===== src/rtl/bus_dma_initiator.sv =====
// bus_dma_initiator: data-memory bus initiator that copies a block of 32-bit
// words from src to dst, or fills dst with a pattern, under a start/done
// handshake. Request outputs are decoded from registered state only.
module bus_dma_initiator #(
  parameter int LEN_W = 16
) (
  input  logic              clk,
  input  logic              reset_n,
  input  logic              start_i,
  input  logic              fill_i,
  input  logic [31:0]       src_i,
  input  logic [31:0]       dst_i,
  input  logic [LEN_W-1:0]  len_i,
  input  logic [31:0]       pattern_i,
  input  logic              abort_i,
  output logic              busy_o,
  output logic              done_o,
  output logic              err_o,
  output logic              aborted_o,
  output logic [LEN_W-1:0]  words_done_o,
  input  logic              mem_gnt_i,
  output logic              mem_operation_enable_o,
  output logic [3:0]        mem_write_enable_o,
  output logic [31:0]       mem_address_o,
  output logic [31:0]       mem_data_o,
  input  logic [31:0]       mem_data_i
);

  typedef enum logic [2:0] {
    S_IDLE  = 3'd0,
    S_READ  = 3'd1,
    S_RWAIT = 3'd2,
    S_WRITE = 3'd3,
    S_DONE  = 3'd4
  } state_t;

  state_t             r_state, w_state;
  logic [31:0]        r_src, w_src;
  logic [31:0]        r_dst, w_dst;
  logic [31:0]        r_pattern, w_pattern;
  logic [31:0]        r_buf, w_buf;
  logic [LEN_W-1:0]   r_len, w_len;
  logic [LEN_W-1:0]   r_words, w_words;
  logic               r_fill, w_fill;
  logic               r_err, w_err;
  logic               r_aborted, w_aborted;
  logic [LEN_W-1:0]   w_words_inc;

  localparam logic [LEN_W-1:0] LEN_ONE = {{(LEN_W-1){1'b0}}, 1'b1};

  assign w_words_inc = r_words + LEN_ONE;

  // State and datapath registers; everything clears on reset so an
  // in-flight request is dropped immediately.
  always_ff @(posedge clk or negedge reset_n) begin
    if (!reset_n) begin
      r_state   <= S_IDLE;
      r_src     <= '0;
      r_dst     <= '0;
      r_pattern <= '0;
      r_buf     <= '0;
      r_len     <= '0;
      r_words   <= '0;
      r_fill    <= 1'b0;
      r_err     <= 1'b0;
      r_aborted <= 1'b0;
    end else begin
      r_state   <= w_state;
      r_src     <= w_src;
      r_dst     <= w_dst;
      r_pattern <= w_pattern;
      r_buf     <= w_buf;
      r_len     <= w_len;
      r_words   <= w_words;
      r_fill    <= w_fill;
      r_err     <= w_err;
      r_aborted <= w_aborted;
    end
  end

  // Next-state and next-datapath logic. Abort is checked before normal
  // completion so a granted final write with abort still reports aborted.
  always_comb begin
    w_state   = r_state;
    w_src     = r_src;
    w_dst     = r_dst;
    w_pattern = r_pattern;
    w_buf     = r_buf;
    w_len     = r_len;
    w_words   = r_words;
    w_fill    = r_fill;
    w_err     = r_err;
    w_aborted = r_aborted;
    case (r_state)
      S_IDLE: begin
        if (start_i) begin
          w_src     = src_i;
          w_dst     = dst_i;
          w_len     = len_i;
          w_fill    = fill_i;
          w_pattern = pattern_i;
          w_words   = '0;
          w_err     = 1'b0;
          w_aborted = 1'b0;
          // src alignment only matters when we actually read from it
          if ((dst_i[1:0] != 2'b00) || (!fill_i && (src_i[1:0] != 2'b00))) begin
            w_err   = 1'b1;
            w_state = S_DONE;
          end else if (len_i == '0) begin
            w_state = S_DONE;
          end else if (fill_i) begin
            w_state = S_WRITE;
          end else begin
            w_state = S_READ;
          end
        end
      end
      S_READ: begin
        if (mem_gnt_i) begin
          if (abort_i) begin
            w_aborted = 1'b1;
            w_state   = S_DONE;
          end else begin
            w_state   = S_RWAIT;
          end
        end else if (abort_i) begin
          w_aborted = 1'b1;
          w_state   = S_DONE;
        end
      end
      S_RWAIT: begin
        if (abort_i) begin
          w_aborted = 1'b1;
          w_state   = S_DONE;
        end else begin
          w_buf   = mem_data_i;
          w_state = S_WRITE;
        end
      end
      S_WRITE: begin
        if (mem_gnt_i) begin
          w_words = w_words_inc;
          w_dst   = r_dst + 32'd4;
          if (!r_fill) begin
            w_src = r_src + 32'd4;
          end
          if (abort_i) begin
            w_aborted = 1'b1;
            w_state   = S_DONE;
          end else if (w_words_inc == r_len) begin
            w_state = S_DONE;
          end else if (r_fill) begin
            w_state = S_WRITE;
          end else begin
            w_state = S_READ;
          end
        end else if (abort_i) begin
          w_aborted = 1'b1;
          w_state   = S_DONE;
        end
      end
      S_DONE: begin
        w_state = S_IDLE;
      end
      default: begin
        w_state = S_IDLE;
      end
    endcase
  end

  // Output decode from registered state; address/data are zero when idle.
  always_comb begin
    busy_o                 = (r_state != S_IDLE);
    done_o                 = (r_state == S_DONE);
    err_o                  = r_err;
    aborted_o              = r_aborted;
    words_done_o           = r_words;
    mem_operation_enable_o = 1'b0;
    mem_write_enable_o     = 4'h0;
    mem_address_o          = 32'h0;
    mem_data_o             = 32'h0;
    if (r_state == S_READ) begin
      mem_operation_enable_o = 1'b1;
      mem_address_o          = r_src;
    end else if (r_state == S_WRITE) begin
      mem_operation_enable_o = 1'b1;
      mem_write_enable_o     = 4'hF;
      mem_address_o          = r_dst;
      mem_data_o             = r_fill ? r_pattern : r_buf;
    end
  end

endmodule


===== config.mk =====
export PLATFORM = sky130hd
export DESIGN_NAME = bus_dma_initiator
export DESIGN_NICKNAME = d
export VERILOG_FILES = /design/src/rtl/bus_dma_initiator.sv
export SDC_FILE = /design/constraint.sdc
export NUM_CORES = 1
export LEC_CHECK = 0
export BUFFER_PORTS_ARGS = -buffer_cell sky130_fd_sc_hd__buf_4
export CAP_MARGIN = 40
export CORE_MARGIN = 2
export CORE_UTILIZATION = 50
export CTS_CLUSTER_DIAMETER = 120
export CTS_CLUSTER_SIZE = 14
export DETAILED_ROUTE_END_ITERATION = 6
export GPL_TIMING_DRIVEN = 0
export PLACE_DENSITY = 0.75
export SYNTH_ARGS = -nofsm -noshare
export SYNTH_HDL_FRONTEND = slang
export SYNTH_SLANG_ARGS = --single-unit

===== constraint.sdc =====
create_clock -name clk -period 3.1 [get_ports clk]
set_input_delay 0.155 -clock clk [delete_from_list [all_inputs] [get_ports clk]]
set_output_delay 0.155 -clock clk [all_outputs]
set_load 0.03 [all_outputs]

# After elaboration in Yosys (flattened, before gate mapping)

Cells that the tools add are included.

Add/subtract/negate cells: 3
Equality and inequality tests: 9
Multiplexer cells: 36
Bitwise operators: 1
Reduce and logical (&&, ||, !) cells: 16

Operators by type and width:

| kind                                                                   | count |
|---|---|
| 32-bit 2-to-1 mux                                                      | 10 |
| 32-bit case mux with 2 select lines                                    | 2 |
| 32-bit by 3-bit adder with 32-bit output (second input constant)       | 2 |
| 16-bit 2-to-1 mux                                                      | 2 |
| 16-bit case mux with 2 select lines                                    | 1 |
| 3-bit 2-to-1 mux                                                       | 10 |
| 16-bit by 1-bit adder with 16-bit output (second input constant)       | 1 |
| 16-bit equality test                                                   | 1 |
| 16-bit zero test                                                       | 1 |
| 3-bit case mux with 4 select lines                                     | 1 |
| 4-bit 2-to-1 mux                                                       | 2 |
| 2-bit nonzero test                                                     | 4 |
| 3-bit by 2-bit equality test with 1-bit output (second input constant) | 2 |
| 2-bit inequality test (second input constant)                          | 3 |
| 3-bit AND reduction                                                    | 2 |
| 1-bit 2-to-1 mux                                                       | 5 |
| 2-bit 2-to-1 mux                                                       | 2 |
| 2-bit AND reduction                                                    | 2 |
| 4-bit AND reduction                                                    | 1 |
| 3-bit by 1-bit equality test with 1-bit output (second input constant) | 1 |
| 3-bit equality test (second input constant)                            | 1 |
| 3-bit zero test                                                        | 1 |
| 3-bit nonzero test                                                     | 1 |
| 3-bit OR reduction                                                     | 1 |
| other kinds (6)                                                        | 6 |

Register bits: 166
Input bits: 150
Word-level logic and storage cells: 75

# Depth between registers and ports, before layout

Gate-level depths: netlist (run 1).

Depth after elaboration: 6
Depth in mapped cells: 10
Gate-level depth less buffers: 8

# Worst setup path after synthesis (run 1)

No wires, ideal clock.

Path kind: register to register
Start: register r_words[7], in the netlist words_done_o[7]
End: register r_state[2]
Library setup time: 0.083 ns
Arrival time: 2.251 ns
Data required time: 3.017 ns
Slack: 0.767 ns
Cell stages (with the launch flop): 8
Path buffers: 1
Clock period less this slack: 2.333 ns
Cells stage by stage: dfrtp_1 > buf_4 > nand4_1 > nor4_1 > xnor2_1 > o2111ai_1 > or4_1 > o21ai_0

Cells in the longest elaborated chain, start to end: 6

Ends and longest elaborated chain:

| what                                     | line | source |
|---|---|---|
| start, declared                          | 43   | `logic [LEN_W-1:0] r_words, w_words;` |
| start signal, assigned                   | 74   | `r_words <= w_words;` |
| 16-bit by 1-bit adder with 16-bit output | 51   | `assign w_words_inc = r_words + LEN_ONE;` |
| 16-bit equality test                     | 150  | `end else if (w_words_inc == r_len) begin` |
| 3-bit 2-to-1 mux                         | 150  |  |
| 3-bit 2-to-1 mux                         | 147  | `if (abort_i) begin` |
| 3-bit 2-to-1 mux                         | 141  | `if (mem_gnt_i) begin` |
| 3-bit case mux with 4 select lines       | 94   | `case (r_state)` |
| end signal, assigned                     | 68   | `r_state <= w_state;` |
| end, declared                            | 37   | `state_t r_state, w_state;` |

Every way passes these cells.
A chain may end at the register's enable or synchronous reset.

# Worst setup path in the final report (run 1)

Start: register r_state[0]
End: output port mem_data_o[28]

Cells in the longest elaborated chain, start to end: 3
Elaborated cells between the ends (all ways): 4
Classes of those cells: 2 x eq/ne; 2 x mux

Ends and longest elaborated chain:

| what                                           | line | source |
|---|---|---|
| 3-bit by 2-bit equality test with 1-bit output | 185  | `end else if (r_state == S_WRITE) begin` |
| 32-bit 2-to-1 mux                              | 185  |  |
| 32-bit 2-to-1 mux (*)                          | 182  | `if (r_state == S_READ) begin` |
| end, declared                                  | 25   | `output logic [31:0] mem_data_o,` |

Every way passes the cells marked *; elsewhere a longest branch is shown, timed or not.

==> results of run 1 <==
==> Yosys cell counts, drive strengths merged, types with 18 or more instances <==
cell type,count,share of area (%)
nand2,77,3.1
o21ai,74,4.0
dfrtp,166,45
mux2i,64,6.9
clkbuf,47,1.9
mux2,84,10
a21oi,88,4.7
nand4,18,1.6
nor2,109,4.4
buf,27,1.5
o22ai,22,1.5
nand3,42,2.3
==> report_power, final <==
group	internal [mW]	switching (mW)	total, mW
sequential	2.74	0.547	3.29
clock	1.13	0.979	2.11
combinational	1.02	1.02	2.04
==> worst max path at each step <==
stage                     from             end  slack [ps]  cells past startpoint
3_3_place_gp        r_state[0]   mem_data_o[0]         110                      8
6_report            r_state[0]  mem_data_o[28]         110                      7
3_5_place_dp        r_state[0]   mem_data_o[0]         140                      8
5_1_grt             r_state[0]  mem_data_o[28]           6                      7
4_1_cts             r_state[0]  mem_data_o[28]          60                      8
2_1_floorplan  words_done_o[7]      r_state[2]         770                      7
==> cells in the final DEF, fill, tap and decap left out, types with 4 or more instances in the layout <==
master                          Yosys  routed
sky130_fd_sc_hd__a21oi_1           88      88
sky130_fd_sc_hd__a2bb2oi_1         14      14
sky130_fd_sc_hd__a31oi_1            5       5
sky130_fd_sc_hd__and2_1             4       4
sky130_fd_sc_hd__and3_1            12      12
sky130_fd_sc_hd__and4_1             9       9
sky130_fd_sc_hd__buf_1             11      11
sky130_fd_sc_hd__buf_2             10      10
sky130_fd_sc_hd__buf_4              6     243
sky130_fd_sc_hd__clkbuf_1          45      42
sky130_fd_sc_hd__clkbuf_16          0      17
sky130_fd_sc_hd__clkbuf_2           2       5
sky130_fd_sc_hd__dfrtp_1          166     166
sky130_fd_sc_hd__dlygate4sd3_1      0      90
sky130_fd_sc_hd__inv_1             12      12
sky130_fd_sc_hd__inv_6              0       5
sky130_fd_sc_hd__mux2_2            84      84
sky130_fd_sc_hd__mux2i_1           64      64
sky130_fd_sc_hd__nand2_1           77      77
sky130_fd_sc_hd__nand2b_1           5       5
sky130_fd_sc_hd__nand3_1           42      42
sky130_fd_sc_hd__nand4_1           15      15
sky130_fd_sc_hd__nor2_1           109     109
sky130_fd_sc_hd__nor3_1            14      14
sky130_fd_sc_hd__nor4_1             8       8
sky130_fd_sc_hd__o21ai_0           74      74
sky130_fd_sc_hd__o22ai_1           22      22
sky130_fd_sc_hd__o31ai_1            8       8
sky130_fd_sc_hd__xnor2_1           16      16
sky130_fd_sc_hd__xor2_1            12      12
==> critical path: stages, from the launching register on <==
cell	delay (ps)
sky130_fd_sc_hd__dfrtp_1	440
sky130_fd_sc_hd__nand2b_1	450
sky130_fd_sc_hd__inv_1	120
sky130_fd_sc_hd__nand2_1	160
sky130_fd_sc_hd__clkbuf_2	410
sky130_fd_sc_hd__clkbuf_1	470
sky130_fd_sc_hd__nor2_1	140
sky130_fd_sc_hd__buf_4	200
==> sequential cells by signal, indices dropped and copies added, names as in the netlist <==
signal and count:
err_o 1, r_len 16, r_buf 32, r_pattern 32
words_done_o 16, r_src 32, aborted_o 1, r_state 3
r_dst 32, r_fill 1
==> routing by layer <==
metal | wire length [um] | track usage [%]
met1 | 12900 | 43.8
met3 | 3530 | 8.31
met2 | 16500 | 56.6
met5 | 0 | 0
met4 | 1330 | 14.2
==> metrics by stage <==
stage	cell area, um2	total power, mW	utilization (%)
2_1_floorplan	9290	4.44	-
3_3_place_gp	11400	5.04	62.8
3_5_place_dp	11400	5.13	63.0
4_1_cts	12900	7.30	71.2
5_1_grt	12900	7.74	71.2
6_report	12900	7.44	71.2
==> logic make-up after synthesis <==
family | count (synthesis) | synth area share, %
buf+inv | 86 | 3.88
simple gates | 311 | 16.2
fa+ha+maj | 3 | 0.404
mux | 148 | 17.1
xor+xnor | 28 | 2.64
compound gates | 239 | 15.1
flops | 166 | 44.7
==> final cells by class <==
class / count / area [um2] / area share (%)
inverter: 12 / 45.0 / 0.350
clock inverter: 14 / 138 / 1.07
timing repair buffer: 330 / 2730 / 21.2
multi-input combinational: 729 / 4770 / 37.1
sequential: 166 / 4150 / 32.3
tap: 229 / 287 / 2.23
buffer: 73 / 318 / 2.47
clock buffer: 18 / 429 / 3.33
==> repair_timing <==
item | 4_1_cts | 5_1_grt
endpoints found under the setup margin | 32 | 33
endpoints found under the hold margin | 163 | 0
hold buffers | 90 | 0
resized for setup | 3 | 1
==> impl_metrics.xml, run 1 <==
<?xml version="1.0" encoding="UTF-8"?>
<metrics>
  <group name="outcome">
    <metric name="run_status" unit="">completed</metric>
  </group>
  <group name="timing">
    <metric name="timing.setup.tns" unit="ps">0</metric>
    <metric name="timing_hold_violations_final" unit="">0</metric>
    <metric name="timing.slew.headroom" unit="%">39.1</metric>
    <metric name="clock_skew" unit="ps">11.6</metric>
    <metric name="rsz0062_at_grt" unit="">false</metric>
    <metric name="fin_crit" unit="ps">2990</metric>
    <metric name="worst_hold_slack" unit="ps">5.62</metric>
    <metric name="timing_max_transition_violations_final" unit="">0</metric>
    <metric name="period_share" unit="%">96.3</metric>
    <metric name="final.setup.worst_slack" unit="ps">114</metric>
    <metric name="timing_worst_slew_pin_value" unit="ps">914</metric>
    <metric name="finalSetupViolCount" unit="">0</metric>
    <metric name="maxClockFrequency" unit="GHz">0.335</metric>
  </group>
  <group name="logic_synthesis">
    <metric name="synth_warnings" unit="">0</metric>
    <metric name="synthFlopType" unit="">sky130_fd_sc_hd__dfrtp_1</metric>
    <metric name="mappedNetlistNets" unit="">1134</metric>
    <metric name="synthArstFlopShare" unit="%">100</metric>
    <metric name="ys_seq_elements" unit="">166</metric>
    <metric name="ys_seq_area_share" unit="%">44.7</metric>
    <metric name="synth-edff-count" unit="">0</metric>
    <metric name="synth.avg_cell_area" unit="um2">9.47</metric>
    <metric name="syn-instance-count" unit="">981</metric>
    <metric name="yosys.cell_types.count" unit="">54</metric>
    <metric name="syn-cell-area" unit="um2">9290</metric>
  </group>
  <group name="setup_path">
    <metric name="timing_worst_setup_path_type" unit="">flip-flop to output port</metric>
    <metric name="timing.reg2reg.worst_path_depth" unit="">9</metric>
    <metric name="worstReg2RegEnd" unit="">r_dst[10]</metric>
    <metric name="worst-r2r-setup-slack" unit="ps">370</metric>
    <metric name="crit_path_max_fanout" unit="">10</metric>
    <metric name="endpoint_kind" unit="">output port</metric>
    <metric name="cp_data_arrival_time" unit="ps">2830</metric>
    <metric name="crit-reg2reg-launch" unit="">r_state[0]</metric>
    <metric name="startpoint_type" unit="">flip-flop</metric>
    <metric name="critical_path_required" unit="ps">2940</metric>
  </group>
  <group name="worst_hold_path">
    <metric name="worstHoldEndpoint" unit="">r_dst[5]</metric>
    <metric name="holdCritStartpoint" unit="">dst_i[5]</metric>
    <metric name="cell_depth_of_the_worst_min_delay_path" unit="">3</metric>
    <metric name="hold_class" unit="">input port to flip-flop</metric>
  </group>
  <group name="clock_tree">
    <metric name="clkTransAtPathRegs" unit="ps">70</metric>
    <metric name="cts_max_level" unit="">4</metric>
    <metric name="clock_path_buffers" unit="">2</metric>
    <metric name="cts_buffers" unit="">17</metric>
    <metric name="post-cts-setup-buffers" unit="">0</metric>
    <metric name="clock_latency" unit="ps">440</metric>
    <metric name="clock-root-buffer" unit="">sky130_fd_sc_hd__clkbuf_16</metric>
    <metric name="tritoncts_clock_tree" unit="">built</metric>
    <metric name="clock_sink_count" unit="">166</metric>
  </group>
  <group name="place">
    <metric name="globalplace.congestion" unit="">0.945</metric>
    <metric name="place.port_buffers" unit="">238</metric>
    <metric name="dpl.hpwl" unit="mm">22.3</metric>
    <metric name="placed_cells_incl_taps" unit="">1450</metric>
    <metric name="pre_cts_slack" unit="ps">145</metric>
  </group>
  <group name="global_routing">
    <metric name="antenna_found_initial" unit="">0</metric>
    <metric name="number_of_global_route_vias_before_repair" unit="">9465</metric>
    <metric name="aggregate_global_routing_overflow" unit="">0</metric>
    <metric name="grt_max_degree" unit="">93</metric>
    <metric name="grt_first_pass_wirelength" unit="mm">52.3</metric>
    <metric name="gr-usage-all-layers" unit="%">34.4</metric>
  </group>
  <group name="floorplanning">
    <metric name="floorplan.die_area" unit="um2">19700</metric>
    <metric name="ioPinCount" unit="">239</metric>
    <metric name="die_x" unit="um">140</metric>
    <metric name="initial_utilization" unit="%">51.4</metric>
    <metric name="core-area" unit="um2">18100</metric>
    <metric name="die_h" unit="um">140</metric>
    <metric name="rows" unit="">49</metric>
  </group>
  <group name="final_layout">
    <metric name="drive_gt1_share" unit="%">29.1</metric>
    <metric name="diodes" unit="">0</metric>
    <metric name="nets_final" unit="">1482</metric>
    <metric name="fillers" unit="">1311</metric>
    <metric name="stdcell_count" unit="">1571</metric>
    <metric name="layout_area_growth_over_synthesis" unit="%">38.6</metric>
  </group>
  <group name="route">
    <metric name="route.vias.total" unit="">9637</metric>
    <metric name="total_iterations_of_the_first_detailed_routing_run" unit="">5</metric>
    <metric name="wl_per_cell" unit="um">21.8</metric>
    <metric name="drt_drc_violations_left" unit="">0</metric>
    <metric name="drt-initial-drc-count" unit="">1030</metric>
    <metric name="routed_via_density" unit="">6.13</metric>
    <metric name="drt.antenna.violating_nets" unit="">0</metric>
    <metric name="totalWireLength" unit="mm">34.3</metric>
  </group>
  <group name="job">
    <metric name="maxCapViolCount" unit="">0</metric>
  </group>
  <group name="power_and_ir_drop">
    <metric name="irDropWorstVdd" unit="mV">0.417</metric>
    <metric name="pwrdens" unit="nW/um2">578</metric>
    <metric name="cellLeakagePower" unit="nW">5.61</metric>
  </group>
</metrics>
Power figures use the tool's default switching activity.
==> run 2, diff against run 1 <==
- REMOVE_ABC_BUFFERS: unset -> 1
==> run 2 against run 1 <==
Clock skew grew 2.2 ps. Worst setup slack got worse by 41 ps. Power fell by 0.42%. Worst hold slack better by 12 ps. Utilization is 0.15 points higher. Die area stayed put. Sequential power is essentially flat. Critical endpoint is now r_state[2]. Largest power group unchanged. Highest routed layer unchanged.
==> impl_metrics.xml, run 2 (same netlist as run 1, synthesis figures left out) <==
<?xml version="1.0" encoding="UTF-8"?>
<metrics>
  <group name="final_layout">
    <metric name="layout.cells.most_common" unit="">sky130_fd_sc_hd__buf_4</metric>
    <metric name="drive_gt1_share" unit="%">30.6</metric>
    <metric name="layout.area.seq" unit="um2">4160</metric>
    <metric name="layout_area_growth_over_synthesis" unit="%">38.9</metric>
    <metric name="nets_final" unit="">1419</metric>
    <metric name="fillers" unit="">1286</metric>
    <metric name="diodes" unit="">0</metric>
    <metric name="post-route-util" unit="%">71.3</metric>
    <metric name="multi_input_gate_area_in_the_final_layout" unit="um2">4830</metric>
    <metric name="most-common-layout-cells" unit="">sky130_fd_sc_hd__buf_4, sky130_fd_sc_hd__dfrtp_1, sky130_fd_sc_hd__nor2_1, sky130_fd_sc_hd__dlygate4sd3_1, sky130_fd_sc_hd__a21oi_1</metric>
  </group>
  <group name="floorplanning">
    <metric name="die_x" unit="um">140</metric>
    <metric name="die_h" unit="um">140</metric>
    <metric name="core-area" unit="um2">18100</metric>
    <metric name="ioPinCount" unit="">239</metric>
    <metric name="floorplan.die_area" unit="um2">19700</metric>
    <metric name="rows" unit="">49</metric>
    <metric name="initial_utilization" unit="%">51.4</metric>
  </group>
  <group name="setup_path">
    <metric name="critical_path_required" unit="ps">3440</metric>
    <metric name="worst_path_most_repeated_cell" unit="">sky130_fd_sc_hd__nand2_4</metric>
    <metric name="endpoint_kind" unit="">flip-flop</metric>
    <metric name="critical_path.n_buffers_inverters" unit="">4</metric>
    <metric name="crit_path_max_fanout" unit="">125</metric>
    <metric name="crit_chain" unit="">nand2b_4 -&gt; buf_8 -&gt; inv_1 -&gt; nand2_4 -&gt; buf_16 -&gt; inv_16 -&gt; nand2_4 -&gt; or4_1 -&gt; o21ai_0</metric>
    <metric name="cell_at_the_slowest_stage_of_the_critical_path" unit="">sky130_fd_sc_hd__or4_1</metric>
    <metric name="timing_worst_setup_path_type" unit="">flip-flop to flip-flop</metric>
    <metric name="critPathMaxStageDelay" unit="ps">560</metric>
    <metric name="path_delay_family" unit="">simple AND/OR/NAND/NOR gates</metric>
    <metric name="cp_data_arrival_time" unit="ps">3370</metric>
    <metric name="startpoint_type" unit="">flip-flop</metric>
  </group>
  <group name="global_routing">
    <metric name="number_of_global_route_vias_before_repair" unit="">8904</metric>
    <metric name="grt_max_degree" unit="">87</metric>
    <metric name="aggregate_global_routing_overflow" unit="">0</metric>
    <metric name="antenna_found_initial" unit="">0</metric>
    <metric name="gr-usage-all-layers" unit="%">29.0</metric>
    <metric name="grt_first_pass_wirelength" unit="mm">46.0</metric>
  </group>
  <group name="job">
    <metric name="maxCapViolCount" unit="">0</metric>
  </group>
  <group name="clock_tree">
    <metric name="post-cts-setup-buffers" unit="">0</metric>
    <metric name="clkTransAtPathRegs" unit="ps">70</metric>
    <metric name="cts_buffers" unit="">17</metric>
    <metric name="cts_max_level" unit="">4</metric>
    <metric name="clock-root-buffer" unit="">sky130_fd_sc_hd__clkbuf_16</metric>
    <metric name="clock_path_buffers" unit="">2</metric>
    <metric name="clock_sink_count" unit="">166</metric>
    <metric name="clock_latency" unit="ps">430</metric>
    <metric name="tritoncts_clock_tree" unit="">built</metric>
  </group>
  <group name="worst_hold_path">
    <metric name="hold_class" unit="">input port to flip-flop</metric>
  </group>
  <group name="timing">
    <metric name="maxClockFrequency" unit="GHz">0.330</metric>
    <metric name="worst_hold_slack" unit="ps">17.3</metric>
    <metric name="timing.slew.headroom" unit="%">42.1</metric>
    <metric name="finalSetupViolCount" unit="">0</metric>
    <metric name="clock_skew" unit="ps">13.8</metric>
    <metric name="rsz0062_at_grt" unit="">true</metric>
    <metric name="timing_hold_violations_final" unit="">0</metric>
    <metric name="period_share" unit="%">97.6</metric>
    <metric name="timing_max_transition_violations_final" unit="">0</metric>
    <metric name="final.setup.worst_slack" unit="ps">73.2</metric>
    <metric name="timing_worst_slew_pin_value" unit="ps">864</metric>
    <metric name="fin_crit" unit="ps">3030</metric>
    <metric name="timing.setup.tns" unit="ps">0</metric>
  </group>
  <group name="route">
    <metric name="wl_per_cell" unit="um">19.0</metric>
    <metric name="drt.antenna.violating_nets" unit="">0</metric>
    <metric name="total_iterations_of_the_first_detailed_routing_run" unit="">6</metric>
    <metric name="totalWireLength" unit="mm">28.7</metric>
    <metric name="drt_drc_violations_left" unit="">0</metric>
    <metric name="drt-initial-drc-count" unit="">672</metric>
    <metric name="route.vias.total" unit="">8892</metric>
    <metric name="routed_via_density" unit="">5.90</metric>
  </group>
  <group name="place">
    <metric name="pre_cts_slack" unit="ps">-1170</metric>
    <metric name="place.port_buffers" unit="">238</metric>
    <metric name="dpl.hpwl" unit="mm">18.8</metric>
    <metric name="globalplace.congestion" unit="">0.883</metric>
  </group>
  <group name="power_and_ir_drop">
    <metric name="power_frac_seq" unit="%">44.8</metric>
    <metric name="power.switching_fraction" unit="%">33.8</metric>
    <metric name="irDropWorstVdd" unit="mV">0.388</metric>
    <metric name="switching_power" unit="mW">2.50</metric>
    <metric name="power.share.combinational" unit="%">26.6</metric>
    <metric name="total_power" unit="mW">7.41</metric>
    <metric name="pwr-share-clk" unit="%">28.6</metric>
    <metric name="pwrdens" unit="nW/um2">574</metric>
    <metric name="cellLeakagePower" unit="nW">5.61</metric>
    <metric name="power.internal" unit="mW">4.91</metric>
  </group>
  <group name="outcome">
    <metric name="run_status" unit="">completed</metric>
  </group>
</metrics>
[run 2: changes by cell type in the layout (fill, tap and decap cells not counted), moves of 5 or more]
| cell | before | now |
|---|---|---|
| sky130_fd_sc_hd__clkbuf_1 | 42 | 0 |
| sky130_fd_sc_hd__buf_1 | 11 | 0 |
| sky130_fd_sc_hd__buf_2 | 10 | 0 |
| sky130_fd_sc_hd__buf_16 | 1 | 7 |
| sky130_fd_sc_hd__buf_4 | 243 | 237 |
| sky130_fd_sc_hd__clkbuf_2 | 5 | 0 |
[run 2: metrics by stage]
step | cells | cell area [um2]
final | 1508 | 12900
after global routing | 1508 | 12900
after CTS | 1509 | 12900
after detailed placement | 1388 | 11400
after global placement | 1374 | 11000
after floorplan | 907 | 8970
[run 2: cell type report]
class / count / share of cell area [%]
clock buffers: 18 / 3.40
well taps: 229 / 2.22
repair buffers: 340 / 23.0
clock inverters: 14 / 1.21
flip-flops and latches: 166 / 32.2
inverters: 12 / 0.475
multi-input cells: 729 / 37.5
[run 2: worst reg2reg max path, delay by kind of cell, from the launching register on]
family / cells / cell delay, ps
simple gates: 4 / 1400
buf+inv: 4 / 970
compound gates: 1 / 80
flops: 1 / 510
[run 2: power by group through the flow]
stage | Clock [mW] | Sequential (mW) | Combinational, mW
3_5_place_dp | 0 | 3.31 | 1.83
3_3_place_gp | 0 | 3.32 | 1.67
4_1_cts | 2.15 | 3.27 | 1.93
5_1_grt | 2.23 | 3.39 | 2.13
6_report | 2.12 | 3.32 | 1.97
2_1_floorplan | 0 | 3.17 | 1.24
[run 2: worst paths after layout]
path	slack (ps)	cells past startpoint	to	from
setup / recovery	70	9	r_state[2]	r_state[2]
hold / removal	20	3	r_dst[4]	dst_i[4]
setup reg to reg	70	9	r_state[2]	r_state[2]
hold reg to reg	510	1	r_src[0]	r_src[0]
max in group asynchronous	1930	3	r_fill	reset_n
min in group asynchronous	310	2	r_dst[15]	reset_n
[run 2: layer usage]
metal | global-route usage [%] | wire length (um)
met2 | 47.0 | 13800
met1 | 38.0 | 11900
met3 | 6.84 | 2180
met5 | 0 | 0
met4 | 11.2 | 762
[run 2: timing repair]
item	CTS	global route
hold endpoints to repair	173	0
gates resized for setup	10	0
setup endpoints to repair	65	8
hold buffers	89	0
==> run 3, diff against run 2 <==
- ABC_AREA: unset -> 1
- CORE_MARGIN: 2 -> 4
- PLACE_DENSITY: 0.75 -> 0.74
==> run 3 against run 2 <==
First-iteration DRC count grew 16%. Via count is 23% higher. Sequential power increased by 16%. Fmax rose by 2.7%. Combinational power increased by 110%. Clock power about the same. Global-route usage rose by 0.70 points. Final cell count up 31%. Largest power group is now combinational logic.
==> impl_metrics.xml, run 3 <==
<?xml version="1.0" encoding="UTF-8"?>
<metrics>
  <group name="logic_synthesis">
    <metric name="yosys.cell_count.top_type" unit="">sky130_fd_sc_hd__nand2_1</metric>
    <metric name="synthFlopType" unit="">sky130_fd_sc_hd__dfrtp_1</metric>
    <metric name="synth_warnings" unit="">0</metric>
    <metric name="synthArstFlopShare" unit="%">100</metric>
    <metric name="yosys.cell_types.count" unit="">45</metric>
    <metric name="ys_seq_area_share" unit="%">41.4</metric>
    <metric name="synth_common_cells" unit="">sky130_fd_sc_hd__nand2_1, sky130_fd_sc_hd__dfrtp_1, sky130_fd_sc_hd__inv_1</metric>
    <metric name="netlist.area_leader.share" unit="%">41.4</metric>
    <metric name="syn-cell-area" unit="um2">10000</metric>
    <metric name="post_synth_main_area_contributors" unit="">sky130_fd_sc_hd__dfrtp_1, sky130_fd_sc_hd__nand2_1, sky130_fd_sc_hd__inv_1</metric>
    <metric name="syn-instance-count" unit="">1396</metric>
    <metric name="ys_seq_elements" unit="">166</metric>
    <metric name="yosys.area.top_type" unit="">sky130_fd_sc_hd__dfrtp_1</metric>
    <metric name="synth-edff-count" unit="">0</metric>
    <metric name="synth.avg_cell_area" unit="um2">7.19</metric>
  </group>
  <group name="timing">
    <metric name="fin_crit" unit="ps">2950</metric>
    <metric name="timing.slew.headroom" unit="%">39.6</metric>
    <metric name="period_share" unit="%">95.0</metric>
    <metric name="final.setup.worst_slack" unit="ps">154</metric>
    <metric name="timing_worst_slew_pin_value" unit="ps">904</metric>
    <metric name="maxClockFrequency" unit="GHz">0.339</metric>
    <metric name="timing_hold_violations_final" unit="">0</metric>
    <metric name="finalSetupViolCount" unit="">0</metric>
    <metric name="timing_max_transition_violations_final" unit="">0</metric>
    <metric name="timing.setup.tns" unit="ps">0</metric>
    <metric name="worst_hold_slack" unit="ps">14.7</metric>
    <metric name="rsz0062_at_grt" unit="">false</metric>
    <metric name="clock_skew" unit="ps">13.5</metric>
  </group>
  <group name="final_layout">
    <metric name="fin_area" unit="um2">13700</metric>
    <metric name="layout.cells.most_common" unit="">sky130_fd_sc_hd__nand2_1</metric>
    <metric name="layout.area.seq" unit="um2">4150</metric>
    <metric name="drive_gt1_share" unit="%">21.0</metric>
    <metric name="stdcell_count" unit="">1972</metric>
    <metric name="most-common-layout-cells" unit="">sky130_fd_sc_hd__nand2_1, sky130_fd_sc_hd__buf_4, sky130_fd_sc_hd__dfrtp_1, sky130_fd_sc_hd__inv_1, sky130_fd_sc_hd__dlygate4sd3_1</metric>
    <metric name="fillers" unit="">1561</metric>
    <metric name="nets_final" unit="">1847</metric>
    <metric name="post-route-util" unit="%">69.8</metric>
    <metric name="multi_input_gate_area_in_the_final_layout" unit="um2">5010</metric>
    <metric name="diodes" unit="">0</metric>
    <metric name="layout_area_growth_over_synthesis" unit="%">36.1</metric>
  </group>
  <group name="clock_tree">
    <metric name="tritoncts_clock_tree" unit="">built</metric>
    <metric name="clock-root-buffer" unit="">sky130_fd_sc_hd__clkbuf_16</metric>
    <metric name="clock_path_buffers" unit="">2</metric>
    <metric name="clock_sink_count" unit="">166</metric>
    <metric name="cts_buffers" unit="">17</metric>
    <metric name="post-cts-setup-buffers" unit="">0</metric>
    <metric name="clock_latency" unit="ps">440</metric>
    <metric name="clkTransAtPathRegs" unit="ps">70</metric>
    <metric name="cts_max_level" unit="">4</metric>
  </group>
  <group name="place">
    <metric name="pre_cts_slack" unit="ps">-296</metric>
    <metric name="place.port_buffers" unit="">238</metric>
    <metric name="placed_cells_incl_taps" unit="">1844</metric>
    <metric name="globalplace.congestion" unit="">0.915</metric>
    <metric name="dpl.hpwl" unit="mm">22.3</metric>
    <metric name="dpl_cell_area" unit="um2">12100</metric>
  </group>
  <group name="floorplanning">
    <metric name="rows" unit="">51</metric>
    <metric name="floorplan.die_area" unit="um2">22400</metric>
    <metric name="ioPinCount" unit="">239</metric>
    <metric name="die_h" unit="um">150</metric>
    <metric name="die_x" unit="um">150</metric>
    <metric name="initial_utilization" unit="%">51.3</metric>
    <metric name="core-area" unit="um2">19600</metric>
  </group>
  <group name="setup_path">
    <metric name="startpoint_type" unit="">flip-flop</metric>
    <metric name="path_delay_family" unit="">buffers and inverters</metric>
    <metric name="critPathMaxStageDelay" unit="ps">520</metric>
    <metric name="cell_at_the_slowest_stage_of_the_critical_path" unit="">sky130_fd_sc_hd__nor2_1</metric>
    <metric name="crit_chain" unit="">nor2_2 -&gt; inv_1 -&gt; nor2_1 -&gt; inv_1 -&gt; buf_16 -&gt; o22ai_1 -&gt; buf_4</metric>
    <metric name="critical_path_required" unit="ps">2940</metric>
    <metric name="endpoint_kind" unit="">output port</metric>
    <metric name="critical_path.n_buffers_inverters" unit="">4</metric>
    <metric name="cp_data_arrival_time" unit="ps">2790</metric>
    <metric name="worstReg2RegEnd" unit="">r_src[11]</metric>
    <metric name="timing.reg2reg.worst_path_depth" unit="">9</metric>
    <metric name="crit_path_max_fanout" unit="">26</metric>
    <metric name="crit-reg2reg-launch" unit="">r_fill</metric>
    <metric name="worst_path_most_repeated_cell" unit="">sky130_fd_sc_hd__inv_1</metric>
    <metric name="worst-r2r-setup-slack" unit="ps">300</metric>
    <metric name="timing_worst_setup_path_type" unit="">flip-flop to output port</metric>
  </group>
  <group name="global_routing">
    <metric name="grt_max_degree" unit="">88</metric>
    <metric name="number_of_global_route_vias_before_repair" unit="">10800</metric>
    <metric name="aggregate_global_routing_overflow" unit="">0</metric>
    <metric name="grt_first_pass_wirelength" unit="mm">53.5</metric>
    <metric name="gr-usage-all-layers" unit="%">29.7</metric>
    <metric name="antenna_found_initial" unit="">0</metric>
  </group>
  <group name="route">
    <metric name="drt-initial-drc-count" unit="">779</metric>
    <metric name="drt_drc_violations_left" unit="">0</metric>
    <metric name="wl_per_cell" unit="um">16.8</metric>
    <metric name="drt.antenna.violating_nets" unit="">0</metric>
    <metric name="totalWireLength" unit="mm">33.0</metric>
    <metric name="route.vias.total" unit="">10900</metric>
    <metric name="routed_via_density" unit="">5.55</metric>
    <metric name="total_iterations_of_the_first_detailed_routing_run" unit="">5</metric>
  </group>
  <group name="worst_hold_path">
    <metric name="hold_class" unit="">input port to flip-flop</metric>
    <metric name="worstHoldEndpoint" unit="">r_dst[4]</metric>
    <metric name="holdCritStartpoint" unit="">dst_i[4]</metric>
    <metric name="cell_depth_of_the_worst_min_delay_path" unit="">3</metric>
  </group>
  <group name="job">
    <metric name="maxCapViolCount" unit="">0</metric>
  </group>
  <group name="power_and_ir_drop">
    <metric name="total_power" unit="mW">10.2</metric>
    <metric name="irDropWorstVdd" unit="mV">0.453</metric>
    <metric name="pwrdens" unit="nW/um2">745</metric>
    <metric name="cellLeakagePower" unit="nW">6.94</metric>
  </group>
  <group name="outcome">
    <metric name="run_status" unit="">completed</metric>
  </group>
</metrics>
-- run 3: cell count changes after synthesis, sizes merged, moves of 12 or more --
cell     change
a21oi       -49
a2bb2oi     -14
and3        -12
clkbuf      -17
inv        +147
mux2        -52
mux2i       -64
nand2      +416
nand3       +52
nor2        -33
nor3        +14
o21ai       +14
o22ai       +17
xnor2       -15
-- run 3: layout make-up --
cell class,count,area share (%)
clock buffer,18,3.21
clock inverter,14,1.06
inverter,161,4.55
multi-input combinational,1006,36.6
sequential,166,30.4
tap,265,2.43
timing repair buffer,342,21.7
-- run 3: cells by family after synthesis --
group | Yosys count | synth area share, %
AND/OR/NAND/NOR | 742 | 32.0
buffers and inverters | 224 | 8.97
AO/OA/AOI/OAI | 211 | 12.1
flip-flops | 166 | 41.4
multiplexers | 32 | 3.59
XOR/XNOR | 18 | 1.57
adder cells (fa/ha/maj) | 3 | 0.374
-- run 3: report_power, final --
group	internal (mW)	switching, mW
clock	1.10	1.04
sequential	3.11	0.746
combinational	1.51	2.66
total	5.73	4.45
-- run 3: layer usage --
| layer | share of wire (%) | global-route usage (%) |
|---|---|---|
| met1 | 41 | 37.9 |
| met3 | 8.2 | 7.12 |
| met5 | 0 | 0 |
| met4 | 2.5 | 10.1 |
| met2 | 48 | 50.0 |
-- run 3: how the worst max path moves through the flow --
| stage | from | end | slack (ps) | depth (start not counted) |
|---|---|---|---|---|
| 6_report | r_state[2] | mem_address_o[13] | 150 | 7 |
| 5_1_grt | r_state[2] | mem_address_o[13] | 80 | 7 |
| 4_1_cts | r_state[2] | r_src[9] | 7 | 9 |
| 3_5_place_dp | r_state[2] | r_src[11] | -300 | 9 |
| 3_3_place_gp | r_state[0] | r_src[11] | -3930 | 10 |
| 2_1_floorplan | r_state[2] | r_src[22] | -2120 | 9 |
-- run 3: timing repair --
action,4_1_cts,5_1_grt
gates resized for setup,3,4
hold endpoints to repair,177,0
hold buffers,96,0
endpoints found under the setup margin,62,47
-- run 3: worst reg2reg max path: cells and delay by family, from the launching register on --
kind | cells | cell delay, ps
AOI/OAI and AO/OA | 3 | 400
and+or+nand+nor | 2 | 490
DFF | 1 | 690
buffers and inverters | 4 | 1100
